## src/rtl/np_pattern_seq.sv

```systemverilog
// rtl/np_pattern_seq.sv - timed colour pattern sequencer feeding a single-pixel driver
// Generates off/solid/blink/alternate colours and pushes each change as a LOAD+SEND frame.
module np_pattern_seq #(
  parameter int GUARD_CYCLES = 8400,
  parameter int TICK_CYCLES  = 100000
) (
  input  logic        pclk,
  input  logic        reset,
  input  logic        cfg_we,
  input  logic        cfg_sel,
  input  logic [7:0]  cfg_addr,
  input  logic [31:0] cfg_wdata,
  output logic        np_write_en,
  output logic        np_en,
  output logic [7:0]  np_addr,
  output logic [31:0] np_wdata,
  output logic        busy,
  output logic        phase
);

  localparam int TW = (TICK_CYCLES > 1) ? $clog2(TICK_CYCLES) : 1;
  localparam int WW = (GUARD_CYCLES > 1) ? $clog2(GUARD_CYCLES) : 1;
  localparam logic [TW-1:0] TICK_LAST = TW'(TICK_CYCLES - 1);
  localparam logic [WW-1:0] WAIT_LAST = WW'(GUARD_CYCLES - 1);

  typedef enum logic [1:0] {IDLE, LOAD, SEND, WAIT} state_t;

  state_t        state, state_nx;
  logic [23:0]   color_a, color_b, last_sent, target;
  logic [1:0]    ctrl;
  logic [15:0]   half_period, half_cnt, hp_eff;
  logic [TW-1:0] tick_cnt;
  logic [WW-1:0] wait_cnt;
  logic          refresh_pending;
  logic          wr, wr_ctrl, tick_wrap, half_done;
  logic          we_nx, load_go;
  logic [31:0]   wdata_nx;
  logic          unused_wdata;

  assign wr           = cfg_we & cfg_sel;
  assign wr_ctrl      = wr && (cfg_addr == 8'h08);
  assign unused_wdata = ^cfg_wdata[31:24];
  assign np_addr      = 8'h00;

  assign hp_eff    = (half_period == 16'd0) ? 16'd1 : half_period;
  assign tick_wrap = (tick_cnt == TICK_LAST);
  assign half_done = ({1'b0, half_cnt} + 17'd1) >= {1'b0, hp_eff};

  always_comb begin
    target = 24'h0;
    case (ctrl)
      2'd0: target = 24'h0;
      2'd1: target = color_a;
      2'd2: target = phase ? color_a : 24'h0;
      default: target = phase ? color_a : color_b;
    endcase
  end

  always_ff @(posedge pclk) begin
    if (reset) begin
      color_a     <= 24'h0;
      color_b     <= 24'h0;
      ctrl        <= 2'd0;
      half_period <= 16'd0;
    end else if (wr) begin
      case (cfg_addr)
        8'h00: color_a     <= cfg_wdata[23:0];
        8'h04: color_b     <= cfg_wdata[23:0];
        8'h08: ctrl        <= cfg_wdata[1:0];
        8'h0C: half_period <= cfg_wdata[15:0];
        default: ;
      endcase
    end
  end

  // A CTRL write restarts the pattern on colour A and outranks a coincident tick or toggle.
  always_ff @(posedge pclk) begin
    if (reset || wr_ctrl) begin
      tick_cnt <= '0;
      half_cnt <= 16'd0;
      phase    <= 1'b1;
    end else if (tick_wrap) begin
      tick_cnt <= '0;
      if (half_done) begin
        half_cnt <= 16'd0;
        phase    <= ~phase;
      end else begin
        half_cnt <= half_cnt + 16'd1;
      end
    end else begin
      tick_cnt <= tick_cnt + TW'(1);
    end
  end

  always_comb begin
    state_nx = state;
    we_nx    = 1'b0;
    wdata_nx = 32'h0;
    load_go  = 1'b0;
    case (state)
      IDLE: begin
        if (refresh_pending || (target != last_sent)) begin
          state_nx = LOAD;
          we_nx    = 1'b1;
          wdata_nx = {7'b0, 1'b1, target};
          load_go  = 1'b1;
        end
      end
      LOAD: begin
        state_nx = SEND;
        we_nx    = 1'b1;
        wdata_nx = 32'h0200_0000;
      end
      SEND: state_nx = WAIT;
      default: if (wait_cnt == WAIT_LAST) state_nx = IDLE;
    endcase
  end

  // Outputs are registered from next-state values so they line up with the state they describe.
  always_ff @(posedge pclk) begin
    if (reset) begin
      state           <= IDLE;
      wait_cnt        <= '0;
      last_sent       <= 24'h0;
      refresh_pending <= 1'b1;
      np_write_en     <= 1'b0;
      np_en           <= 1'b0;
      np_wdata        <= 32'h0;
      busy            <= 1'b0;
    end else begin
      state       <= state_nx;
      wait_cnt    <= (state == WAIT) ? wait_cnt + WW'(1) : '0;
      np_write_en <= we_nx;
      np_en       <= we_nx;
      np_wdata    <= wdata_nx;
      busy        <= (state_nx != IDLE);
      if (load_go) last_sent <= target;
      if (wr) refresh_pending <= 1'b1;
      else if (load_go) refresh_pending <= 1'b0;
    end
  end

endmodule

```

## config.mk

```make
export PLATFORM = sky130hd
export DESIGN_NAME = np_pattern_seq
export DESIGN_NICKNAME = d
export VERILOG_FILES = /design/src/rtl/np_pattern_seq.sv
export SDC_FILE = /design/constraint.sdc
export NUM_CORES = 1
export LEC_CHECK = 0
export ABC_AREA = 1
export CAP_MARGIN = 10
export CORE_UTILIZATION = 63
export CTS_BUF_LIST = sky130_fd_sc_hd__clkbuf_8
export CTS_CLUSTER_DIAMETER = 120
export CTS_CLUSTER_SIZE = 12
export DETAILED_ROUTE_END_ITERATION = 10
export HOLD_SLACK_MARGIN = 0.03
export PLACE_DENSITY = 0.93
export SLEW_MARGIN = 20
export SYNTH_ARGS = -nofsm -noshare
export SYNTH_HDL_FRONTEND = slang
export SYNTH_SLANG_ARGS = --single-unit
```

## constraint.sdc

```tcl
create_clock -name pclk -period 7.77 [get_ports pclk]
set_input_delay 1.1655 -clock pclk [delete_from_list [all_inputs] [get_ports pclk]]
set_output_delay 1.1655 -clock pclk [all_outputs]
set_load 0.01 [all_outputs]
```

* Word level (Yosys, flattened, before mapping)
Index checks and enable logic that the tools add are counted.
** Operators by class
- Equality and inequality tests :: 11
- Multiplexer cells :: 13
- $add $sub $neg :: 4
- Bitwise gates (word level) :: 3
- Reduce and logical (&&, ||, !) cells :: 16
- $lt $le $gt $ge :: 1
** Operator list (count)
- $pmux 24 s3 :: 1
- $pmux 26 s2 :: 1
- $mux 24 :: 2
- $mux 16 :: 2
- $mux 25 :: 1
- $ne 24x24->1 :: 1
- $add 16x1->17 const B :: 1
- $add 17x1->17 const B :: 1
- $eq 17x17->1 const B :: 1
- $ge 17x16->1 :: 1
- $add 16x1->16 const B :: 1
- $eq 8x4->1 const B :: 2
- $logic_not 16->1 :: 1
- $add 14x1->14 const B :: 1
- $eq 14x14->1 const B :: 1
- $reduce_and 2->1 :: 5
- $eq 8x3->1 const B :: 1
- $logic_not 8->1 :: 1
- $eq 2x2->1 const B :: 3
- $pmux 2 s3 :: 1
- $reduce_or 2->1 :: 3
- $eq 2x1->1 const B :: 2
- $logic_not 2->1 :: 2
- $mux 2 :: 2
- 7 further kinds :: 10
** Storage, ports and cells
- Register bits :: 175
- Word-level logic and storage cells :: 62
- Input port bits :: 44
- Output and inout port bits :: 44

* Logic depth before layout (Yosys ltp)
- Depth in word-level cells :: 7
- Mapped depth :: 19

* Least setup slack after synthesis
Ideal clock, no wire load.
- Path kind :: register -> register
- Start point :: reg half_cnt[0]
- End point :: reg half_cnt[10]
- Setup slack :: 5.019 ns
- Cell stages (with the launch flop) :: 20
- Required time :: 7.656 ns
- Setup time :: 0.114 ns
- Buffers on the path :: 2
- Arrival :: 2.637 ns
- Path through :: dfxtp_1 > ha_1 > nand2_1 > nor3_1 > and2_1 > nand3_1 > nor2_1 > nand2_1 > xnor2_1 > ha_1 > nand2_1 > nor2_1 > nand2_1 > nor2_1 > nor2_1 > and2_1 > buf_4 > buf_4 > nand4_1 > nand2_1
** On the way
- Cells in the longest elaborated chain, start to end :: 3
- Elaborated cells between the ends (all ways) :: 4
- Classes of those cells :: 2 x add/sub; 1 x order compare; 1 x mux
** Ends and longest elaborated chain
- start: declaration :: RTL line 31 : logic [15:0] half_period, half_cnt, hp_eff;
- start signal: assignment :: RTL line 88 : half_cnt <= half_cnt + 16'd1;
- $add 16x1->17 :: RTL line 47 : assign half_done = ({1'b0, half_cnt} + 17'd1) >= {1'b0, hp_eff};
- $ge 17x16->1 :: RTL line 47
- $mux 16 * :: RTL line 84 : if (half_done) begin
Mark *: on every way between the ends. The rest lies on a longest branch, timed or not.
A chain may end at the register's enable or synchronous reset.

* Final worst setup path
- Start point :: reg half_cnt[0]
- End point :: reg phase
** On the way
- Cells in the longest elaborated chain, start to end :: 3
** Ends and longest elaborated chain
- $add 16x1->17 :: RTL line 47
- $ge 17x16->1 :: RTL line 47
- $reduce_and 2->1 (no line)
- end signal: assignment :: RTL line 86 : phase <= ~phase;
- end: declaration :: RTL line 18 : output logic phase
No other way between the ends.

==> flow_summary.rst <==
.. list-table::
   :header-rows: 1

   * - Metric
     - Value
   * - Result of the run
     - finished clean
   * - Cell at the root of the clock tree
     - sky130_fd_sc_hd__clkbuf_8
   * - Design Power
     - 1.846 mW
   * - Buffer levels on the longest clock path
     - 2
   * - Worst-Margin Slew
     - approximately 1.1 ns
   * - Yosys warnings
     - 0
   * - TritonCTS clock tree
     - built
   * - Gp weighted congestion
     - 0.8625
   * - Routed Wire Length
     - about 19000 um
   * - Final setup violating endpoints
     - 0
   * - Latest clock arrival within the worst-skew pair
     - about 0.47 ns
   * - Hold buffers post-CTS
     - 0
   * - Maximum operating frequency
     - between 0.2 and 0.3 GHz
   * - Classification of the worst-slack hold path
     - reg -> reg
   * - Critical Path Fanout Max
     - 17
   * - Worst clock skew
     - about 0.012 ns
   * - Number of DRC markers in iteration 0
     - around 670
   * - Final design area excluding fillers
     - about 9300 um^2
   * - Cell chain of the critical path
     - ha_1, nand2_1, nor3_1, and2_1, nand3_1, nor2_1, nand2_1, xnor2_1, ha_1, nand4_1, nor4_1, nand2_1, nand3_1, nand2_1, nand2_1, nand3_1
   * - Setup repair after global routing missed its margin
     - false
   * - Horiz. Die Dim
     - between 100 and 150 um
   * - Vias in the first global route
     - between 6000 and 7000
   * - Cell family with most CP delay
     - simple AND/OR/NAND/NOR gates
   * - DIE AREA
     - about 14000 um^2
   * - Cell Area, Placed
     - around 9000 um^2
   * - Syn-to-layout area delta
     - 12.27%
   * - Global-route usage over all layers
     - 0.2957
   * - Pleak
     - roughly 4.2 nW
   * - # H-tree levels
     - 4
   * - Num Clock Sinks
     - around 170
   * - Register bit count reported by yosys
     - 169
   * - Buffers plus inverters on the worst setup path
     - 0
   * - DP Wirelength
     - around 13000 um
   * - Arrival time at the worst endpoint
     - between 3 and 4 ns
   * - Starting Density
     - 0.6498
   * - Time the worst path needs with I/O delays and setup
     - between 3 and 4 ns
   * - Number of buffers created by CTS
     - 17
   * - Total of max-cap violations
     - 0
   * - Number of buffers inserted by port buffering
     - 65
   * - Floorplan core area
     - 12720 um^2
   * - Sequential share of the synthesized area
     - 0.4093
   * - Worst path max stage delay
     - between 0.4 and 0.5 ns
   * - Clock transition at the register clock pins on the worst setup and hold paths after CTS
     - roughly 0.09 ns
   * - Net count of the finished layout
     - approximately 1300
   * - Fraction of final layout cells with drive strength greater than 1
     - 0.04330
   * - Total congestion overflow
     - 0
   * - Normalized max-slew margin
     - 0.2458
   * - Top cell by count, worst path
     - sky130_fd_sc_hd__nand2_1
   * - CTS-repair resized insts
     - 0
   * - Post-route core utilization
     - 0.7295
   * - First-pass GRT wire length
     - ~31000 um
   * - Std-Cell Rows
     - 41
   * - Routed WL per cell
     - around 14 um
   * - Peak supply drop
     - about 0.13 mV
   * - Largest net degree at the start of global routing
     - about 120
   * - Cell Area, Synth
     - just over 8000 um^2
   * - Number of post-CTS setup repair buffers
     - 0
   * - Fin crit share
     - 0.4521
   * - FILL cells
     - 1013
   * - Critical path start-end classification
     - reg -> reg
   * - Leading cell types in the layout, fill and taps excluded
     - 260 x sky130_fd_sc_hd__nand2_1, 168 x sky130_fd_sc_hd__dfxtp_1, 138 x sky130_fd_sc_hd__inv_1
   * - Hold Violations, Final
     - 0
   * - Number of distinct library cell variants in the gate-level netlist after synthesis
     - 38
   * - Cell with the largest stage delay on the worst path
     - sky130_fd_sc_hd__dfxtp_1
   * - Kind of end point of the critical path
     - register
   * - Y dimension of the die
     - around 120 um
   * - Count of antenna-violating nets left after detailed routing
     - 0
   * - Via count
     - ~7700
   * - Number of max-slew violations in the final report
     - 0
   * - Req. time, crit path
     - approximately 8 ns
   * - Pre-antenna DRT Iters
     - 5
   * - Hold Worst Slack
     - around 0.45 ns
   * - Power density cells
     - approximately 200 nW/um^2
   * - Initial antenna violation count
     - 0
   * - Most common library cell in the layout ignoring fill and taps
     - sky130_fd_sc_hd__nand2_1
   * - Via density per instance
     - between 5 and 6
   * - Sum Neg Setup Slack
     - 0 ns
   * - IO Count
     - 88
   * - Antenna cell count
     - 0
   * - Number of remaining DRC errors
     - 0
   * - Critical Path Start Type
     - register
   * - Synthesized netlist cell count
     - about 1200
   * - Average cell area after synthesis
     - ~7.0 um^2
## state kept, by name, summed over array words and instances, names as in the netlist, 2 cells and up
name,count
ctrl,2
last_sent,24
color_b,24
state,2
wait_cnt,14
color_a,24
np_wdata,26
tick_cnt,17
half_cnt,16
half_period,16
## per-layer routing
layer | up-vias | share of wire | GRT usage
met5 | - | 0 | 0
met4 | 0 | 0.017 | 0.09705
met1 | 3459 | 0.43 | 0.3866
met3 | 38 | 0.077 | 0.06850
li1 | 3859 | - | -
met2 | 318 | 0.47 | 0.4828
## final timing paths
check,startpoint,endpoint,slack [ns],cells after the start
hold reg to reg,tick_cnt[0]$_SDFF_PP0_,tick_cnt[0]$_SDFF_PP0_,0.45,1
setup reg to reg,half_cnt[0]$_SDFFE_PP0N_,phase$_SDFFE_PP1P_,4.26,16
hold / removal,tick_cnt[0]$_SDFF_PP0_,tick_cnt[0]$_SDFF_PP0_,0.45,1
setup / recovery,half_cnt[0]$_SDFFE_PP0N_,phase$_SDFFE_PP1P_,4.26,16
## kinds of logic (layout without fill, tap and decap cells)
group | count (synthesis) | in the layout | share of synthesized area
AND/OR/NAND/NOR | 590 | 590 | 0.3159
buffers and inverters | 210 | 244 | 0.1159
flip-flops | 169 | 169 | 0.4093
AO/OA/AOI/OAI | 164 | 164 | 0.1020
adder cells (fa/ha/maj) | 24 | 24 | 0.03633
XOR/XNOR | 19 | 19 | 0.02013
other | 1 | 14 | 0.0004536
## synthesized netlist by cell type
master | n | area, um^2
sky130_fd_sc_hd__buf_4 | 24 | 180.2
sky130_fd_sc_hd__nand4_1 | 58 | 362.9
sky130_fd_sc_hd__xnor2_1 | 5 | 43.79
sky130_fd_sc_hd__or2_1 | 1 | 6.260
sky130_fd_sc_hd__a21o_1 | 1 | 7.510
sky130_fd_sc_hd__buf_2 | 6 | 30.03
sky130_fd_sc_hd__clkbuf_1 | 25 | 93.84
sky130_fd_sc_hd__nor2_4 | 1 | 11.26
sky130_fd_sc_hd__inv_1 | 137 | 514.2
sky130_fd_sc_hd__a21oi_1 | 52 | 260.3
sky130_fd_sc_hd__o211ai_1 | 3 | 22.52
sky130_fd_sc_hd__nand3_1 | 87 | 435.4
sky130_fd_sc_hd__nor2_1 | 137 | 514.2
sky130_fd_sc_hd__xor2_1 | 14 | 122.6
sky130_fd_sc_hd__or2_2 | 2 | 12.51
sky130_fd_sc_hd__dfxtp_1 | 169 | 3383
sky130_fd_sc_hd__nand4_4 | 1 | 21.27
sky130_fd_sc_hd__nand2_1 | 260 | 975.9
sky130_fd_sc_hd__nor3b_1 | 4 | 30.03
sky130_fd_sc_hd__o21ai_1 | 12 | 60.06
sky130_fd_sc_hd__buf_1 | 3 | 11.26
sky130_fd_sc_hd__a41o_1 | 1 | 10.01
sky130_fd_sc_hd__inv_2 | 5 | 18.77
sky130_fd_sc_hd__o21a_1 | 1 | 7.510
sky130_fd_sc_hd__and2_1 | 2 | 12.51
sky130_fd_sc_hd__ha_1 | 24 | 300.3
sky130_fd_sc_hd__a211o_1 | 1 | 8.760
sky130_fd_sc_hd__inv_6 | 1 | 8.760
sky130_fd_sc_hd__a31oi_1 | 1 | 6.260
sky130_fd_sc_hd__nor2_2 | 5 | 31.28
sky130_fd_sc_hd__buf_6 | 9 | 101.4
sky130_fd_sc_hd__nor4_1 | 10 | 62.56
sky130_fd_sc_hd__nor3_1 | 13 | 65.06
sky130_fd_sc_hd__nand2_4 | 1 | 11.26
sky130_fd_sc_hd__o21ai_0 | 92 | 460.4
sky130_fd_sc_hd__nand3b_1 | 7 | 52.55
sky130_fd_sc_hd__nand2_2 | 1 | 6.260
sky130_fd_sc_hd__conb_1 | 1 | 3.750
## power by group
part | total, mW | switching [mW] | internal (mW)
clock | 0.746 | 0.316 | 0.430
combinational | 0.207 | 0.138 | 0.0692
sequential | 0.894 | 0.0117 | 0.882
## cell type report
type                            count  area (um^2)  share of cell area
Multi-Input combinational cell    811         3974              0.4281
Sequential cell                   169         3385              0.3647
Timing Repair Buffer               69        680.7             0.07334
Inverter                          143        541.8             0.05837
Clock buffer                       19        261.5             0.02817
Clock inverter                     13        224.0             0.02413
Tap cell                          172        215.2             0.02319
## metrics by stage
stage / std cells / setup WS, ns
3_3_place_gp: 1364 / 4.038
4_1_cts: 1396 / 4.281
6_report: 1396 / 4.258
3_5_place_dp: 1364 / 3.977
5_1_grt: 1396 / 3.812
2_1_floorplan: 1190 / 5.019
Power figures use the tool's default switching activity.
